--- src/rtl/instmem_loader.sv ---
// Byte-stream instruction memory loader: 16-bit big-endian word count, then big-endian data words
// written from BASE_ADDR upward. Optional trailing XOR checksum with INSTMEM_LOADER_CHECKSUM_EN.
module instmem_loader #(
  parameter logic [31:0] BASE_ADDR = 32'hBFC00000,
  parameter int          MAX_WORDS = 1024,
  parameter int          LEN_WIDTH = 16
) (
  input  logic                 clk,
  input  logic                 rst_n,
  input  logic                 start,
  input  logic                 in_valid,
  input  logic [7:0]           in_data,
  output logic                 in_ready,
  output logic                 mem_we,
  output logic [31:0]          mem_addr,
  output logic [31:0]          mem_wdata,
  output logic                 busy,
  output logic                 done,
  output logic                 err,
  output logic [LEN_WIDTH-1:0] word_cnt
);

  // Handshake: a byte moves only on a cycle where in_valid && in_ready; in_ready depends on state only.
  typedef enum logic [2:0] {
    S_IDLE, S_LEN_HI, S_LEN_LO, S_DATA, S_WRITE, S_CHK, S_DONE, S_ERR
  } state_t;

  state_t               state_q, state_d;
  logic [LEN_WIDTH-1:0] len_q, len_d;
  logic [31:0]          word_q, word_d;
  logic [1:0]           byte_idx_q, byte_idx_d;
  logic [LEN_WIDTH-1:0] word_cnt_q, word_cnt_d;
`ifdef INSTMEM_LOADER_CHECKSUM_EN
  logic [7:0]           chk_q, chk_d;
`endif

  always_ff @(posedge clk or negedge rst_n) begin
    if (!rst_n) begin
      state_q    <= S_IDLE;
      len_q      <= '0;
      word_q     <= '0;
      byte_idx_q <= '0;
      word_cnt_q <= '0;
`ifdef INSTMEM_LOADER_CHECKSUM_EN
      chk_q      <= '0;
`endif
    end else begin
      state_q    <= state_d;
      len_q      <= len_d;
      word_q     <= word_d;
      byte_idx_q <= byte_idx_d;
      word_cnt_q <= word_cnt_d;
`ifdef INSTMEM_LOADER_CHECKSUM_EN
      chk_q      <= chk_d;
`endif
    end
  end

  always_comb begin
    state_d    = state_q;
    len_d      = len_q;
    word_d     = word_q;
    byte_idx_d = byte_idx_q;
    word_cnt_d = word_cnt_q;
`ifdef INSTMEM_LOADER_CHECKSUM_EN
    chk_d      = chk_q;
`endif
    in_ready   = 1'b0;
    mem_we     = 1'b0;
    mem_addr   = '0;
    mem_wdata  = '0;
    busy       = 1'b1;
    done       = (state_q == S_DONE);
    err        = (state_q == S_ERR);

    case (state_q)
      S_IDLE, S_DONE, S_ERR: begin
        busy = 1'b0;
        if (start) begin
          state_d    = S_LEN_HI;
          len_d      = '0;
          byte_idx_d = '0;
          word_cnt_d = '0;
`ifdef INSTMEM_LOADER_CHECKSUM_EN
          chk_d      = '0;
`endif
        end
      end
      S_LEN_HI: begin
        in_ready = 1'b1;
        if (in_valid) begin
          len_d   = LEN_WIDTH'(in_data);
          state_d = S_LEN_LO;
        end
      end
      S_LEN_LO: begin
        in_ready = 1'b1;
        if (in_valid) begin
          len_d = {len_q[LEN_WIDTH-9:0], in_data};
          if (len_d == '0) begin
`ifdef INSTMEM_LOADER_CHECKSUM_EN
            state_d = S_CHK;
`else
            state_d = S_DONE;
`endif
          end else if ({{(32-LEN_WIDTH){1'b0}}, len_d} > 32'(MAX_WORDS)) begin
            state_d = S_ERR;
          end else begin
            state_d    = S_DATA;
            byte_idx_d = '0;
          end
        end
      end
      S_DATA: begin
        in_ready = 1'b1;
        if (in_valid) begin
          // First byte received ends up in bits [31:24] after four shifts.
          word_d     = {word_q[23:0], in_data};
          byte_idx_d = byte_idx_q + 2'd1;
`ifdef INSTMEM_LOADER_CHECKSUM_EN
          chk_d      = chk_q ^ in_data;
`endif
          if (byte_idx_q == 2'd3) state_d = S_WRITE;
        end
      end
      S_WRITE: begin
        mem_we     = 1'b1;
        mem_addr   = BASE_ADDR + {{(30-LEN_WIDTH){1'b0}}, word_cnt_q, 2'b00};
        mem_wdata  = word_q;
        word_cnt_d = word_cnt_q + LEN_WIDTH'(1);
        if (word_cnt_d == len_q) begin
`ifdef INSTMEM_LOADER_CHECKSUM_EN
          state_d = S_CHK;
`else
          state_d = S_DONE;
`endif
        end else begin
          state_d = S_DATA;
        end
      end
`ifdef INSTMEM_LOADER_CHECKSUM_EN
      S_CHK: begin
        in_ready = 1'b1;
        if (in_valid) state_d = (in_data == chk_q) ? S_DONE : S_ERR;
      end
`endif
      default: state_d = S_IDLE;
    endcase
  end

  assign word_cnt = word_cnt_q;

endmodule

--- config.mk ---
export PLATFORM = sky130hd
export DESIGN_NAME = instmem_loader
export DESIGN_NICKNAME = d
export VERILOG_FILES = /design/src/rtl/instmem_loader.sv
export SDC_FILE = /design/constraint.sdc
export NUM_CORES = 1
export LEC_CHECK = 0
export CAP_MARGIN = 20
export CORE_MARGIN = 8
export CORE_UTILIZATION = 46
export DETAILED_ROUTE_END_ITERATION = 12
export PLACE_DENSITY = 0.78
export SETUP_SLACK_MARGIN = 0.3
export SLEW_MARGIN = 20
export SYNTH_ARGS = -nofsm -noshare
export SYNTH_HDL_FRONTEND = slang
export SYNTH_SLANG_ARGS = --single-unit
--- constraint.sdc ---
create_clock -name clk -period 2.15 [get_ports clk]
set_input_delay 0.43 -clock clk [delete_from_list [all_inputs] [get_ports clk]]
set_output_delay 0.43 -clock clk [all_outputs]
set_load 0.005 [all_outputs]
==> impl_metrics.prom <==
# TYPE chip_impl_metric gauge
chip_impl_metric{name="layoutNonFillerInstCount",unit=""} 695
chip_impl_metric{name="vias_in_the_first_global_route",unit=""} 4259
chip_impl_metric{name="wire_per_inst",unit="um"} 22.0
chip_impl_metric{name="synth_area",unit="um2"} 4090
chip_impl_metric{name="max_freq",unit="MHz"} 459
chip_impl_metric{name="post_drt_via_cell_ratio",unit=""} 6.09
chip_impl_metric{name="synth.distinct_cells",unit=""} 54
chip_impl_metric{name="fillers",unit=""} 489
chip_impl_metric{name="synthesis.yosys.warnings",unit=""} 0
chip_impl_metric{name="final_design_area_no_fill",unit="um2"} 6680
chip_impl_metric{name="syn_avg_cell_area",unit="um2"} 9.56
chip_impl_metric{name="multi_input_comb_area",unit="um2"} 2540
chip_impl_metric{name="worst-endpoint-arrival",unit="ps"} 1750
chip_impl_metric{name="synth_edf_count",unit=""} 0
chip_impl_info{name="failed_checks",value="negative setup slack"} 1
chip_impl_metric{name="asyncSetResetFlopFracSynth",unit=""} 1.00
chip_impl_metric{name="cts.reportedPaths.clkPinSlew",unit="ps"} 90
chip_impl_metric{name="placedCellCount",unit=""} 630
chip_impl_metric{name="final_critical_path_setup_slack",unit="ps"} -30.5
chip_impl_metric{name="fin_worst_skew",unit="ps"} 8.55
chip_impl_info{name="cts_tree",value="done"} 1
chip_impl_metric{name="cts_buffers",unit=""} 9
chip_impl_metric{name="initial_utilization",unit=""} 0.471
chip_impl_metric{name="die_area",unit="um2"} 12200
chip_impl_metric{name="final_net_count",unit=""} 596
chip_impl_metric{name="routed_wl",unit="um"} 15300
chip_impl_metric{name="finalMaxSlewViolations",unit=""} 0
chip_impl_metric{name="antenna_cells_inserted",unit=""} 0
chip_impl_metric{name="hold_violations",unit=""} 0
chip_impl_info{name="worst_setup_path_end_kind",value="output pin"} 1
chip_impl_metric{name="final.min_clock_period",unit="ps"} 2180
chip_impl_metric{name="holdBufCountCts",unit=""} 0
chip_impl_metric{name="grtUsageTotal",unit=""} 0.240
chip_impl_metric{name="post_synth_inst_count",unit=""} 428
chip_impl_metric{name="synth.yosys.seq_area_share",unit=""} 0.422
chip_impl_metric{name="postSynthRegisterBits",unit=""} 69
chip_impl_metric{name="vdd_drop_max",unit="mV"} 0.830
chip_impl_metric{name="pin_count",unit=""} 97
chip_impl_metric{name="route.vias.total",unit=""} 4234
chip_impl_metric{name="ff2ff_setup_slack",unit="ps"} 20
chip_impl_metric{name="cts.htree.levels",unit=""} 3
chip_impl_metric{name="placement.io_buffers",unit=""} 89
chip_impl_metric{name="required",unit="ps"} 1720
chip_impl_metric{name="drc_errors",unit=""} 0
chip_impl_info{name="cp-start-kind",value="flip-flop"} 1
chip_impl_metric{name="globalRoute.totalOverflow",unit=""} 0
chip_impl_info{name="worst_hold_path_type",value="in2async"} 1
chip_impl_metric{name="final_min_period_over_clock_period",unit=""} 1.01
chip_impl_metric{name="grt_first_pass_wirelength",unit="um"} 22600
chip_impl_info{name="cts.root.buffer_cell",value="clkbuf_8"} 1
chip_impl_metric{name="area_growth_syn_to_fin",unit="%"} 63.3
chip_impl_metric{name="hpwl",unit="um"} 8230
chip_impl_metric{name="final-seq-area",unit="um2"} 1740
chip_impl_metric{name="placement.cell_area",unit="um2"} 5330
chip_impl_metric{name="worstSkewPairLatency",unit="ps"} 360
chip_impl_info{name="dominantRegCellSynth",value="dfrtp_1"} 1
chip_impl_metric{name="die_height",unit="um"} 110
chip_impl_metric{name="max_cap_viol_count",unit=""} 0
chip_impl_metric{name="floorplan.rows",unit=""} 34
chip_impl_info{name="outcome",value="finished, violations left"} 1
chip_impl_metric{name="tns",unit="ps"} -266
chip_impl_metric{name="drtPass1Iterations",unit=""} 5
chip_impl_info{name="critical_path_class",value="reg2out"} 1
chip_impl_metric{name="power.density_cell_area",unit="nW/um2"} 1110
chip_impl_metric{name="finalSetupViolCount",unit=""} 10
chip_impl_metric{name="cts_max_path_buffers",unit=""} 2
chip_impl_metric{name="static-leakage-power",unit="uW"} 0.00306
chip_impl_metric{name="grt_start_max_net_pins",unit=""} 70
chip_impl_metric{name="gpl.final_weighted_congestion",unit=""} 0.870
chip_impl_metric{name="core_region_area",unit="um2"} 8680
chip_impl_metric{name="crit_path_max_fanout",unit=""} 5
chip_impl_metric{name="die_wd",unit="um"} 110
chip_impl_metric{name="layout-drive-gt1-share",unit=""} 0.523
chip_impl_metric{name="route.antenna.remaining_nets",unit=""} 0
chip_impl_metric{name="initial_drc_count",unit=""} 261
chip_impl_metric{name="cts_num_sinks",unit=""} 69
chip_impl_metric{name="grt_antenna_before_repair",unit=""} 0
chip_impl_metric{name="post-place-ws",unit="ps"} -398
chip_impl_info{name="grt_setup_unrepaired",value="yes"} 1
layout by cell type, fill, tap and decap left out, types with 4 or more instances in the layout:
cell type and instances:
xor2_1 4, clkbuf_8 9, nand4_1 7, dlymetal6s2s_1 5, mux2_2 32, buf_8 6
nand3_1 6, nand3_2 4, dfrtp_1 61, a21oi_1 9, buf_12 9, buf_4 57
buf_16 5, clkdlybuf4s50_1 11, nor2_1 17, nor4_4 4, buf_2 9, and3_4 45
nand2_1 40, dfrtp_2 8, o21ai_1 10, conb_1 7, dlygate4sd2_1 10, and3_1 5
nand2b_1 4, xnor2_1 18, a22o_1 9, o21ai_0 23, o31ai_1 5, nor2b_1 4
buf_6 73
layout make-up:
| cell class | count | share of cell area |
|---|---|---|
| inverters | 5 | 0.00581 |
| repair inverters | 1 | 0.00243 |
| multi-input cells | 309 | 0.381 |
| well taps | 108 | 0.0202 |
| clock inverters | 7 | 0.0120 |
| clock buffers | 9 | 0.0185 |
| repair buffers | 187 | 0.300 |
| flip-flops and latches | 69 | 0.260 |
state kept, by name, indices dropped and copies added, names as in the netlist:
name,flops
word_q,32
len_q,16
word_cnt,16
state_q,3
byte_idx_q,2
cells by family after synthesis:
kind of cell,after synthesis,synth area share
multiplexers,38,0.106
flip-flops,69,0.422
other,1,0.000917
buffers and inverters,56,0.0725
XOR/XNOR,22,0.0471
adder cells (fa/ha/maj),2,0.00612
AND/OR/NAND/NOR,166,0.229
AO/OA/AOI/OAI,74,0.117
stage by stage:
step           power (uW)  hold WS, ps   util
2_1_floorplan        4020          134      -
3_3_place_gp         4840          474  0.614
3_5_place_dp         4970          478  0.614
4_1_cts              6980         78.3  0.731
5_1_grt              7740         91.5  0.770
6_report             7420         66.7  0.770
per-layer routing:
| layer | track usage | vias up | wire, um | part of all wire |
|---|---|---|---|---|
| met4 | 0.0951 | 0 | 530 | 0.035 |
| met2 | 0.403 | 269 | 7710 | 0.50 |
| met3 | 0.0483 | 64 | 1320 | 0.086 |
| met1 | 0.297 | 2077 | 5750 | 0.38 |
| met5 | 0 | - | 0 | 0 |
| li1 | - | 1824 | - | - |
cells in the mapped netlist, types with 3 or more instances:
master | count | area [um2]
dfrtp_1 | 69 | 1730
and3_1 | 50 | 313
nand2_1 | 42 | 158
mux2_2 | 33 | 372
o21ai_0 | 33 | 165
nor2_1 | 22 | 82.6
buf_4 | 19 | 143
clkbuf_1 | 19 | 71.3
xnor2_1 | 18 | 158
a21oi_1 | 11 | 55.1
nand3_1 | 11 | 55.1
a22o_1 | 9 | 78.8
nand4_1 | 7 | 43.8
buf_1 | 6 | 22.5
inv_1 | 5 | 18.8
nor2b_1 | 5 | 31.3
nor4_1 | 5 | 31.3
o31ai_1 | 5 | 37.5
buf_2 | 4 | 20.0
nand2b_1 | 4 | 25.0
xor2_1 | 4 | 35.0
a31oi_1 | 3 | 18.8
mux2i_1 | 3 | 30.0
nor3_1 | 3 | 15.0
timing repair:
action	4_1_cts	5_1_grt
endpoints found under the setup margin	90	105
pin swaps	22	17
gates resized for setup	412	63
setup buffers	30	11
cloned	7	1
where the power goes:
group / total [uW] / internal, uW / switching [uW]
clock: 1140 / 552 / 591
sequential: 2340 / 1830 / 509
combinational: 3940 / 2070 / 1860
total: 7420 / 4460 / 2960
worst max-delay path, stage by stage, from the launching register on:
cell      delay (ps)
dfrtp_1          410
buf_4            140
or3b_4           440
buf_12           170
clkinv_8          40
buf_8            100
buf_6             90
final timing paths:
path                                                 end  cells past startpoint                   start
worst min register to register    word_q[30]$_DFFE_PN0P_                      1  word_q[30]$_DFFE_PN0P_
worst min-delay path              word_q[25]$_DFFE_PN0P_                      2                   rst_n
max in group asynchronous       word_cnt[12]$_DFFE_PN0P_                      2                   rst_n
min in group clk                  word_q[30]$_DFFE_PN0P_                      1  word_q[30]$_DFFE_PN0P_
worst max register to register   word_cnt[2]$_DFFE_PN0P_                     11  state_q[1]$_DFFE_PN0P_
worst max-delay path                              mem_we                      6  state_q[1]$_DFFE_PN0P_
No activity file was read; power rests on OpenSTA's default activity.
